[config.mk]
export PLATFORM = sky130hd
export DESIGN_NAME = pattern_sender_flat
export DESIGN_NICKNAME = d
export VERILOG_FILES = /design/src/rtl/pattern_sender_pkg.sv /design/src/rtl/pattern_sender_if.sv /design/src/rtl/pattern_sender_frame_shifter.sv /design/src/rtl/pattern_sender.sv /design/src/flat_wrapper.sv
export SDC_FILE = /design/constraint.sdc
export NUM_CORES = 1
export LEC_CHECK = 0
export ABC_AREA = 1
export CORE_ASPECT_RATIO = 0.9
export CORE_MARGIN = 2
export CORE_UTILIZATION = 52
export CTS_BUF_LIST = sky130_fd_sc_hd__clkbuf_4 sky130_fd_sc_hd__clkbuf_8 sky130_fd_sc_hd__clkbuf_16
export CTS_CLUSTER_SIZE = 28
export DETAILED_ROUTE_END_ITERATION = 10
export GPL_TIMING_DRIVEN = 1
export PLACE_DENSITY = 0.81
export SETUP_SLACK_MARGIN = 0.2
export SLEW_MARGIN = 20
export SYNTH_ARGS = -nofsm -noshare
export SYNTH_HDL_FRONTEND = slang
export SYNTH_SLANG_ARGS = --single-unit
[constraint.sdc]
create_clock -name clk -period 2 [get_ports clk]
set_input_delay 0.4 -clock clk [delete_from_list [all_inputs] [get_ports clk]]
set_output_delay 0.4 -clock clk [all_outputs]
set_load 0.005 [all_outputs]
[src/rtl/pattern_sender_pkg.sv]
// Shared definitions for the pattern_sender slice: pattern type encodings,
// left-aligned frame images, frame lengths and the controller state encoding.
package pattern_sender_pkg;

  localparam logic PAT_A = 1'b0;  // "0101" + guard 00
  localparam logic PAT_B = 1'b1;  // "101"  + guard 11

  localparam int unsigned FRAME_W = 6;  // widest frame, shifter width

  localparam logic [5:0] FRAME_A = 6'b010100;
  localparam logic [4:0] FRAME_B = 5'b10111;

  localparam logic [2:0] LEN_A = 3'd6;
  localparam logic [2:0] LEN_B = 3'd5;

  typedef enum logic [1:0] {
    ST_IDLE = 2'd0,
    ST_SEND = 2'd1,
    ST_DONE = 2'd2
  } state_t;

endpackage

[src/rtl/pattern_sender_if.sv]
// Command/stream bundle for pattern_sender.
//   start, ptype, count : command side (driven by the master)
//   ready, busy, x, done, sent : status and serial stream (driven by the slave)
// ptype carries the pattern select (0 = A, 1 = B).
interface pattern_sender_if #(
  parameter int unsigned FRAMES_W = 4
);
  logic                start;
  logic                ptype;
  logic [FRAMES_W-1:0] count;
  logic                ready;
  logic                busy;
  logic                x;
  logic                done;
  logic [FRAMES_W-1:0] sent;

  modport master (
    output start, ptype, count,
    input  ready, busy, x, done, sent
  );

  modport slave (
    input  start, ptype, count,
    output ready, busy, x, done, sent
  );
endinterface

[src/rtl/pattern_sender_frame_shifter.sv]
// frame_shifter: parallel-loads one frame image, shifts it out MSB-first and
// flags the last bit of the frame.
//   clk, rst   : clock, synchronous active-high reset
//   load       : load frame selected by ptype, bit position back to 0
//   shift      : advance one bit
//   clear      : drop to idle (output 0)
//   ptype      : frame select for load
//   bit_out    : current serial bit (register output)
//   last       : current bit is the final guard bit of the frame
module frame_shifter
  import pattern_sender_pkg::*;
(
  input  logic clk,
  input  logic rst,
  input  logic load,
  input  logic shift,
  input  logic clear,
  input  logic ptype,
  output logic bit_out,
  output logic last
);

  logic [FRAME_W-1:0] sr;
  logic [2:0]         pos;
  logic [2:0]         len_m1;

  always_ff @(posedge clk) begin
    if (rst || clear) begin
      sr     <= '0;
      pos    <= '0;
      len_m1 <= LEN_A - 3'd1;
    end else if (load) begin
      // Type B is left-aligned so both frames leave from the same MSB.
      sr     <= (ptype == PAT_B) ? {FRAME_B, 1'b0} : FRAME_A;
      pos    <= '0;
      len_m1 <= (ptype == PAT_B) ? (LEN_B - 3'd1) : (LEN_A - 3'd1);
    end else if (shift) begin
      sr  <= {sr[FRAME_W-2:0], 1'b0};
      pos <= pos + 3'd1;
    end
  end

  assign bit_out = sr[FRAME_W-1];
  assign last    = (pos == len_m1);

endmodule

[src/rtl/pattern_sender.sv]
// pattern_sender: accepts a (type, count) command and shifts out count framed
// patterns on bus.x, one bit per clock, with no gap between frames.
//   clk, rst : clock, synchronous active-high reset
//   bus      : slave side of pattern_sender_if (start/ptype/count in;
//              ready/busy/x/done/sent out, all registered)
module pattern_sender
  import pattern_sender_pkg::*;
#(
  parameter int unsigned FRAMES_W = 4
) (
  input  logic              clk,
  input  logic              rst,
  pattern_sender_if.slave   bus
);

  state_t state, state_nxt;

  logic                type_l;
  logic [FRAMES_W-1:0] count_l;
  logic [FRAMES_W-1:0] sent_q;
  logic [FRAMES_W-1:0] sent_plus1;
  logic                ready_q, busy_q, done_q;

  logic accept, load, shift, clear, inc;
  logic load_type;
  logic sh_bit, sh_last;

  assign sent_plus1 = sent_q + FRAMES_W'(1);
  // On accept the shifter must see the incoming type, not the stale latch.
  assign load_type  = (state == ST_IDLE) ? bus.ptype : type_l;

  always_comb begin
    state_nxt = state;
    accept    = 1'b0;
    load      = 1'b0;
    shift     = 1'b0;
    clear     = 1'b0;
    inc       = 1'b0;
    unique case (state)
      ST_IDLE: begin
        if (bus.start) begin
          accept = 1'b1;
          if (bus.count != '0) begin
            state_nxt = ST_SEND;
            load      = 1'b1;
          end else begin
            state_nxt = ST_DONE;
          end
        end
      end
      ST_SEND: begin
        if (sh_last) begin
          inc = 1'b1;
          if (sent_plus1 == count_l) begin
            state_nxt = ST_DONE;
            clear     = 1'b1;
          end else begin
            load = 1'b1;
          end
        end else begin
          shift = 1'b1;
        end
      end
      ST_DONE: state_nxt = ST_IDLE;
      default: state_nxt = ST_IDLE;
    endcase
  end

  always_ff @(posedge clk) begin
    if (rst) begin
      state   <= ST_IDLE;
      type_l  <= PAT_A;
      count_l <= '0;
      sent_q  <= '0;
      ready_q <= 1'b1;
      busy_q  <= 1'b0;
      done_q  <= 1'b0;
    end else begin
      state <= state_nxt;
      if (accept) begin
        type_l  <= bus.ptype;
        count_l <= bus.count;
        sent_q  <= '0;
      end else if (inc) begin
        sent_q <= sent_plus1;
      end
      // Status flags are registered from the next state so they line up
      // with the state they describe.
      ready_q <= (state_nxt == ST_IDLE);
      busy_q  <= (state_nxt == ST_SEND);
      done_q  <= (state_nxt == ST_DONE);
    end
  end

  frame_shifter u_shifter (
    .clk     (clk),
    .rst     (rst),
    .load    (load),
    .shift   (shift),
    .clear   (clear),
    .ptype   (load_type),
    .bit_out (sh_bit),
    .last    (sh_last)
  );

  assign bus.x     = sh_bit;
  assign bus.ready = ready_q;
  assign bus.busy  = busy_q;
  assign bus.done  = done_q;
  assign bus.sent  = sent_q;

endmodule

[src/flat_wrapper.sv]
// flat-port wrapper written by rule: the top's interface ports become plain ports
module pattern_sender_flat import pattern_sender_pkg::*;
#(
  parameter int unsigned FRAMES_W = 4
)
  (clk, rst, bus_start, bus_ptype, bus_count, bus_ready, bus_busy, bus_x, bus_done, bus_sent);
  pattern_sender_if #(.FRAMES_W(FRAMES_W)) bus_i ();
  input  logic clk;
  input  logic rst;
  input wire logic [$bits(bus_i.start)-1:0] bus_start;
  input wire logic [$bits(bus_i.ptype)-1:0] bus_ptype;
  input wire logic [$bits(bus_i.count)-1:0] bus_count;
  output wire logic [$bits(bus_i.ready)-1:0] bus_ready;
  output wire logic [$bits(bus_i.busy)-1:0] bus_busy;
  output wire logic [$bits(bus_i.x)-1:0] bus_x;
  output wire logic [$bits(bus_i.done)-1:0] bus_done;
  output wire logic [$bits(bus_i.sent)-1:0] bus_sent;
  assign bus_i.start = bus_start;
  assign bus_i.ptype = bus_ptype;
  assign bus_i.count = bus_count;
  assign bus_ready = bus_i.ready;
  assign bus_busy = bus_i.busy;
  assign bus_x = bus_i.x;
  assign bus_done = bus_i.done;
  assign bus_sent = bus_i.sent;
  pattern_sender #(.FRAMES_W(FRAMES_W)) u_core (.clk(clk), .rst(rst), .bus(bus_i));
endmodule
# Word-level counts from Yosys, hierarchy flattened
# Cells that the tools add are included.
# word_totals
register_bits,26
input_bits,8
out_inout_bits,8
# classes
addsub,2
eq_ne,5
mux,24
reduce_logical,7
# op_table
op,count
$mux W6,3
$mux W1,15
$mux W2,4
$add A4 B1 Y4 const B,1
$eq A2 B1 Y1 const B,2
$eq A4 B4 Y1,1
$logic_not A2 Y1,2
$pmux W2 S2,1
$reduce_bool A4 Y1,1
$reduce_or A2 Y1,2
$add A3 B1 Y3 const B,1
$eq A3 B3 Y1,1
$eq A2 B2 Y1 const B,1
$pmux W1 S2,1
$reduce_bool A2 Y1,1
$logic_or A1 B1 Y1,1

# Depth between registers and ports, before layout
# depth
depth_word,7
ltp_mapped,13
ltp_nobuf,13

# Modules after synthesis
# A second synthesis with hierarchy kept.
# unflattened
cells_unflattened,154
hier_area_um2,1097.3
# by_module_without_submodules
module,n_inst,cells_each,area_each_um2
pattern_sender,1,96,684.4
frame_shifter,1,58,412.9

# Worst setup path before layout
# Ideal clock, no wire load.
# synth_timing
path_type,reg-to-reg
startpoint,"reg u_core.sent_q[0], in the netlist u_core.bus.sent[0]"
endpoint,"reg u_core.ready_q, in the netlist u_core.bus.ready"
setup_ps,117
arrival_time_ps,1471
slack_ps,412
path_stages_with_launch,12
n_path_buf,0
path_cell_list,dfxtp_1 > ha_1 > nand2_1 > inv_1 > o21ai_0 > nor2_1 > nand2_1 > nand2_1 > nand2_2 > clkinv_1 > nor2_2 > nor2_1
# synth_via
elab_chain_len,6
# synth_lines
item,line,text
"start, declared",pattern_sender.sv:20,logic [FRAMES_W-1:0] sent_q;
"start signal, assigned",pattern_sender.sv:85,sent_q <= sent_plus1;
$add A4 B1 Y4,pattern_sender.sv:28,assign sent_plus1 = sent_q + FRAMES_W'(1);
net u_core.sent_plus1[1],pattern_sender.sv:21,logic [FRAMES_W-1:0] sent_plus1;
$eq A4 B4 Y1,pattern_sender.sv:54,if (sent_plus1 == count_l) begin
$mux W2,pattern_sender.sv:54,
$mux W2,pattern_sender.sv:52,if (sh_last) begin
$pmux W2 S2,pattern_sender.sv:39,unique case (state)
$logic_not A2 Y1,pattern_sender.sv:89,ready_q <= (state_nxt == ST_IDLE);
"end signal, assigned",pattern_sender.sv:89,
"end, declared",pattern_sender.sv:22,"logic ready_q, busy_q, done_q;"
# The timed path passes the listed nets, and every way through them passes these cells.
# A chain may end at the register's enable or synchronous reset.

# Final worst setup path
# layout_timing
startpoint,"reg u_core.sent_q[2], in the netlist u_core.bus.sent[2]"
endpoint,out bus_sent[2]
# layout_rtl
item,line,text
"end, declared",flat_wrapper.sv:17,output wire logic [$bits(bus_i.sent)-1:0] bus_sent;
# No word-level cell between the ends.

==> qor.json <==
{
  "run_status": {"value": "finished clean"},
  "detailed_route_wl": {"value": 2211, "unit": "um"},
  "buffers_plus_inverters_on_the_worst_setup_path": {"value": 1},
  "global_placer_s_final_weighted_congestion": {"value": 0.8438},
  "rr_startpoint": {"value": "u_core.u_shifter.pos[0]"},
  "grt_antenna_before_repair": {"value": 0},
  "clock-skew-final": {"value": 0.003271, "unit": "ns"},
  "crit_path_dat": {"value": 1.33, "unit": "ns"},
  "yosys_register_bits": {"value": 23},
  "grt_first_pass_wirelength": {"value": 3746, "unit": "um"},
  "layout_common_cells": {"value": "29 x nand2_1, 22 x inv_1, 21 x dfxtp_1"},
  "post_synthesis_xor_xnor_area_fraction": {"value": 0.8102, "unit": "%"},
  "layout_worst_path_cycle_share": {"value": 86.40, "unit": "%"},
  "clk_transition_reported_paths": {"value": 0.13, "unit": "ns"},
  "cp_slowest_stage_delay": {"value": 0.54, "unit": "ns"},
  "initialDrtViolationCount": {"value": 12},
  "post-route-min-period": {"value": 1.728, "unit": "ns"},
  "drtPass1Iterations": {"value": 4},
  "final_net_count": {"value": 183},
  "dp_slack": {"value": 0.1838, "unit": "ns"},
  "final_layout_size_suffix_gt1_share": {"value": 14.53, "unit": "%"},
  "floorplan.io_pins": {"value": 16},
  "clk_root_buffer_cell": {"value": "clkbuf_4"},
  "grt-ovfl-total": {"value": 0},
  "final-setup-viol-count": {"value": 0},
  "detail-route-antenna-nets": {"value": 0},
  "synthesis.area": {"value": 1081, "unit": "sq um"},
  "rows": {"value": 15},
  "final_cell_count_no_fill": {"value": 197},
  "vias_per_cell": {"value": 5.112},
  "floorplan.initialDensity": {"value": 55.92, "unit": "%"},
  "p_per_area": {"value": 664.3, "unit": "nW/um^2"},
  "mapped_nets": {"value": 160},
  "timing.rr.end": {"value": "u_core.u_shifter.sr[2]"},
  "post_synth_fa_ha_maj_area_fraction": {"value": 2.315, "unit": "%"},
  "worst_path_dominant_cell_family": {"value": "buffers and inverters"},
  "clockBufferDepth": {"value": 2},
  "number_of_inserted_diodes": {"value": 0},
  "r2r_depth": {"value": 9},
  "finalHoldViolations": {"value": 0},
  "hold-path-cell-count": {"value": 2},
  "tritoncts": {"value": "built"},
  "die_area": {"value": 2460, "unit": "sq um"},
  "critical_path.cell_chain": {"value": "clkdlybuf4s50_1"},
  "worstHoldPathType": {"value": "reg -> reg"},
  "cp-end-kind": {"value": "primary output"},
  "synth-compound-area-share": {"value": 13.54, "unit": "%"},
  "layout.cells.most_common": {"value": "nand2_1"},
  "synth_top_area_cell": {"value": "dfxtp_1"},
  "power_leakage": {"value": 0.5864, "unit": "nW"},
  "total_core_area": {"value": 1933, "unit": "sq um"},
  "yosys-mux-area-fraction": {"value": 0, "unit": "%"},
  "synth.avg_cell_area": {"value": 7.207, "unit": "sq um"},
  "wire_per_inst": {"value": 11.22, "unit": "um"},
  "synth_top_cells_by_area": {"value": "dfxtp_1 43%, nand2_1 10%, inv_1 7.6%"},
  "timing.max_cap.violations": {"value": 0},
  "horizontal_extent_of_the_die": {"value": 52.06, "unit": "um"},
  "grt_max_degree": {"value": 14},
  "synth_warnings": {"value": 0},
  "grt.total_usage": {"value": 20.85, "unit": "%"},
  "unrepaired_setup_endpoints_after_global_routing": {"value": "no"},
  "timing.hold.worst_endpoint": {"value": "u_core.u_shifter.sr[4]"},
  "worst-r2r-setup-slack": {"value": 0.38, "unit": "ns"},
  "clk-insertion-delay-late": {"value": 0.32, "unit": "ns"},
  "achievable-frequency": {"value": 578.7, "unit": "MHz"},
  "numPlacedInstances": {"value": 190},
  "io_buffers": {"value": 15},
  "synth-seq-area-share": {"value": 42.59, "unit": "%"},
  "main_combinational_cell_family_by_area_after_synthesis": {"value": "simple AND/OR/NAND/NOR gates"},
  "hpwl": {"value": 1624, "unit": "um"},
  "htree_levels": {"value": 1},
  "slowest_stage": {"value": "clkdlybuf4s50_1"},
  "synthToLayoutAreaGrowth": {"value": 24.42, "unit": "%"},
  "worstSetupStartpointType": {"value": "flip-flop"},
  "cp_data_required_time": {"value": 1.60, "unit": "ns"},
  "num-fill-cells": {"value": 162},
  "detail_route.drc_violations": {"value": 0},
  "clock_sink_count": {"value": 23},
  "worst-setup-path-type": {"value": "reg -> out"},
  "synthesis.instances": {"value": 150},
  "numCtsBuffers": {"value": 3},
  "worst_slew_pin_tran": {"value": 0.3384, "unit": "ns"},
  "setup_total_negative_slack": {"value": 0, "unit": "ns"},
  "dr_total_vias": {"value": 1007},
  "power.ir.vdd_worst": {"value": 0.6405, "unit": "mV"},
  "maxSlewHeadroom": {"value": 77.37, "unit": "%"},
  "synth_largest_type_area_fraction": {"value": 42.59, "unit": "%"},
  "setup_ws": {"value": 0.2719, "unit": "ns"},
  "drv_slew": {"value": 0},
  "synthSimpleGateAreaFrac": {"value": 32.41, "unit": "%"},
  "yosys.cell_types.count": {"value": 22},
  "via_count_of_the_first_global_routing_pass": {"value": 932},
  "hold_path.startpoint": {"value": "u_core.u_shifter.sr[4]"},
  "die_y": {"value": 47.26, "unit": "um"},
  "critPathMaxFanout": {"value": 8}
}
-- synthesized netlist by cell type, drive strengths merged --
master / instances
nor2: 19
nand3: 13
nand2: 35
nor3: 2
ha: 2
nand4: 2
clkinv: 1
xor2: 1
or2: 1
o21ai: 11
inv: 23
dfxtp: 23
a21oi: 15
a31oi: 2
-- per-stage QoR --
stage	hold slack, ns	utilization [%]	total power [mW]	cell area [sq um]
floorplan	0.4294	-	0.6217	1081
global placement	0.4457	65.31	0.6725	1262
detailed placement	0.4591	65.31	0.6773	1262
CTS	0.4788	66.80	0.8880	1291
global route	0.4936	69.58	0.9392	1345
finish	0.4765	69.58	0.8935	1345
-- how the worst max path moves through the flow --
stage,startpoint,endpoint,depth (start not counted)
after detailed placement,u_core.bus.sent[0],u_core.u_shifter.sr[4],10
after global routing,u_core.bus.sent[2],bus_sent[2],1
after floorplan,u_core.bus.sent[0],u_core.bus.ready,11
after CTS,u_core.bus.sent[1],u_core.u_shifter.sr[4],10
final,u_core.bus.sent[2],bus_sent[2],1
after global placement,u_core.bus.sent[0],u_core.u_shifter.sr[4],10
-- layer usage --
metal  GRT usage, %  wire (um)  part of all wire, %  up-vias
li1               -          -                    -      529
met4          5.789         27                  1.2        0
met2          36.20       1050                   47       16
met1          25.24       1047                   47      457
met5              0          0                    0        -
met3          6.688         86                  3.9        5
-- area by class of cell --
type	count	area, sq um	area share, %
Clock buffer	3	22.52	1.674
Clock inverter	1	5.005	0.3721
Inverter	24	90.09	6.698
Multi-Input combinational cell	103	555.5	41.30
Sequential cell	23	467.9	34.79
Tap cell	25	31.28	2.326
Timing Repair Buffer	18	172.7	12.84
-- cells by family (layout without fill, tap and decap cells) --
group                    count (synthesis)  count (layout)
XOR/XNOR                                 1               1
adder cells (fa/ha/maj)                  2               2
AND/OR/NAND/NOR                         72              72
AO/OA/AOI/OAI                           28              28
flip-flops                              23              23
buffers and inverters                   24              46
-- where the power goes --
group / switching, mW / internal [mW] / total [mW]
registers: 0.0164 / 0.488 / 0.504
logic: 0.0993 / 0.0679 / 0.167
clock network: 0.147 / 0.0749 / 0.222
total: 0.263 / 0.631 / 0.894
-- tightest hold or removal path: stages (launching register included) --
cell     delay, ns
dfxtp_1       0.34
nand2_1       0.06
a21oi_1       0.05
-- sequential cells by signal (all words and copies together) (netlist names) --
name                     count
u_core.bus.busy              1
u_core.u_shifter.sr          5
u_core.count_l               4
u_core.bus.sent              4
u_core.bus.done              1
u_core.type_l                1
u_core.bus.ready             1
u_core.state                 2
u_core.u_shifter.len_m1      1
u_core.u_shifter.pos         3
-- what timing repair did --
item,CTS,global route
hold buffers,0,0
setup endpoints to repair,5,12
gates resized for setup,1,10
pin swaps,0,5
setup buffers,0,3
No activity file was read; power rests on OpenSTA's default activity.
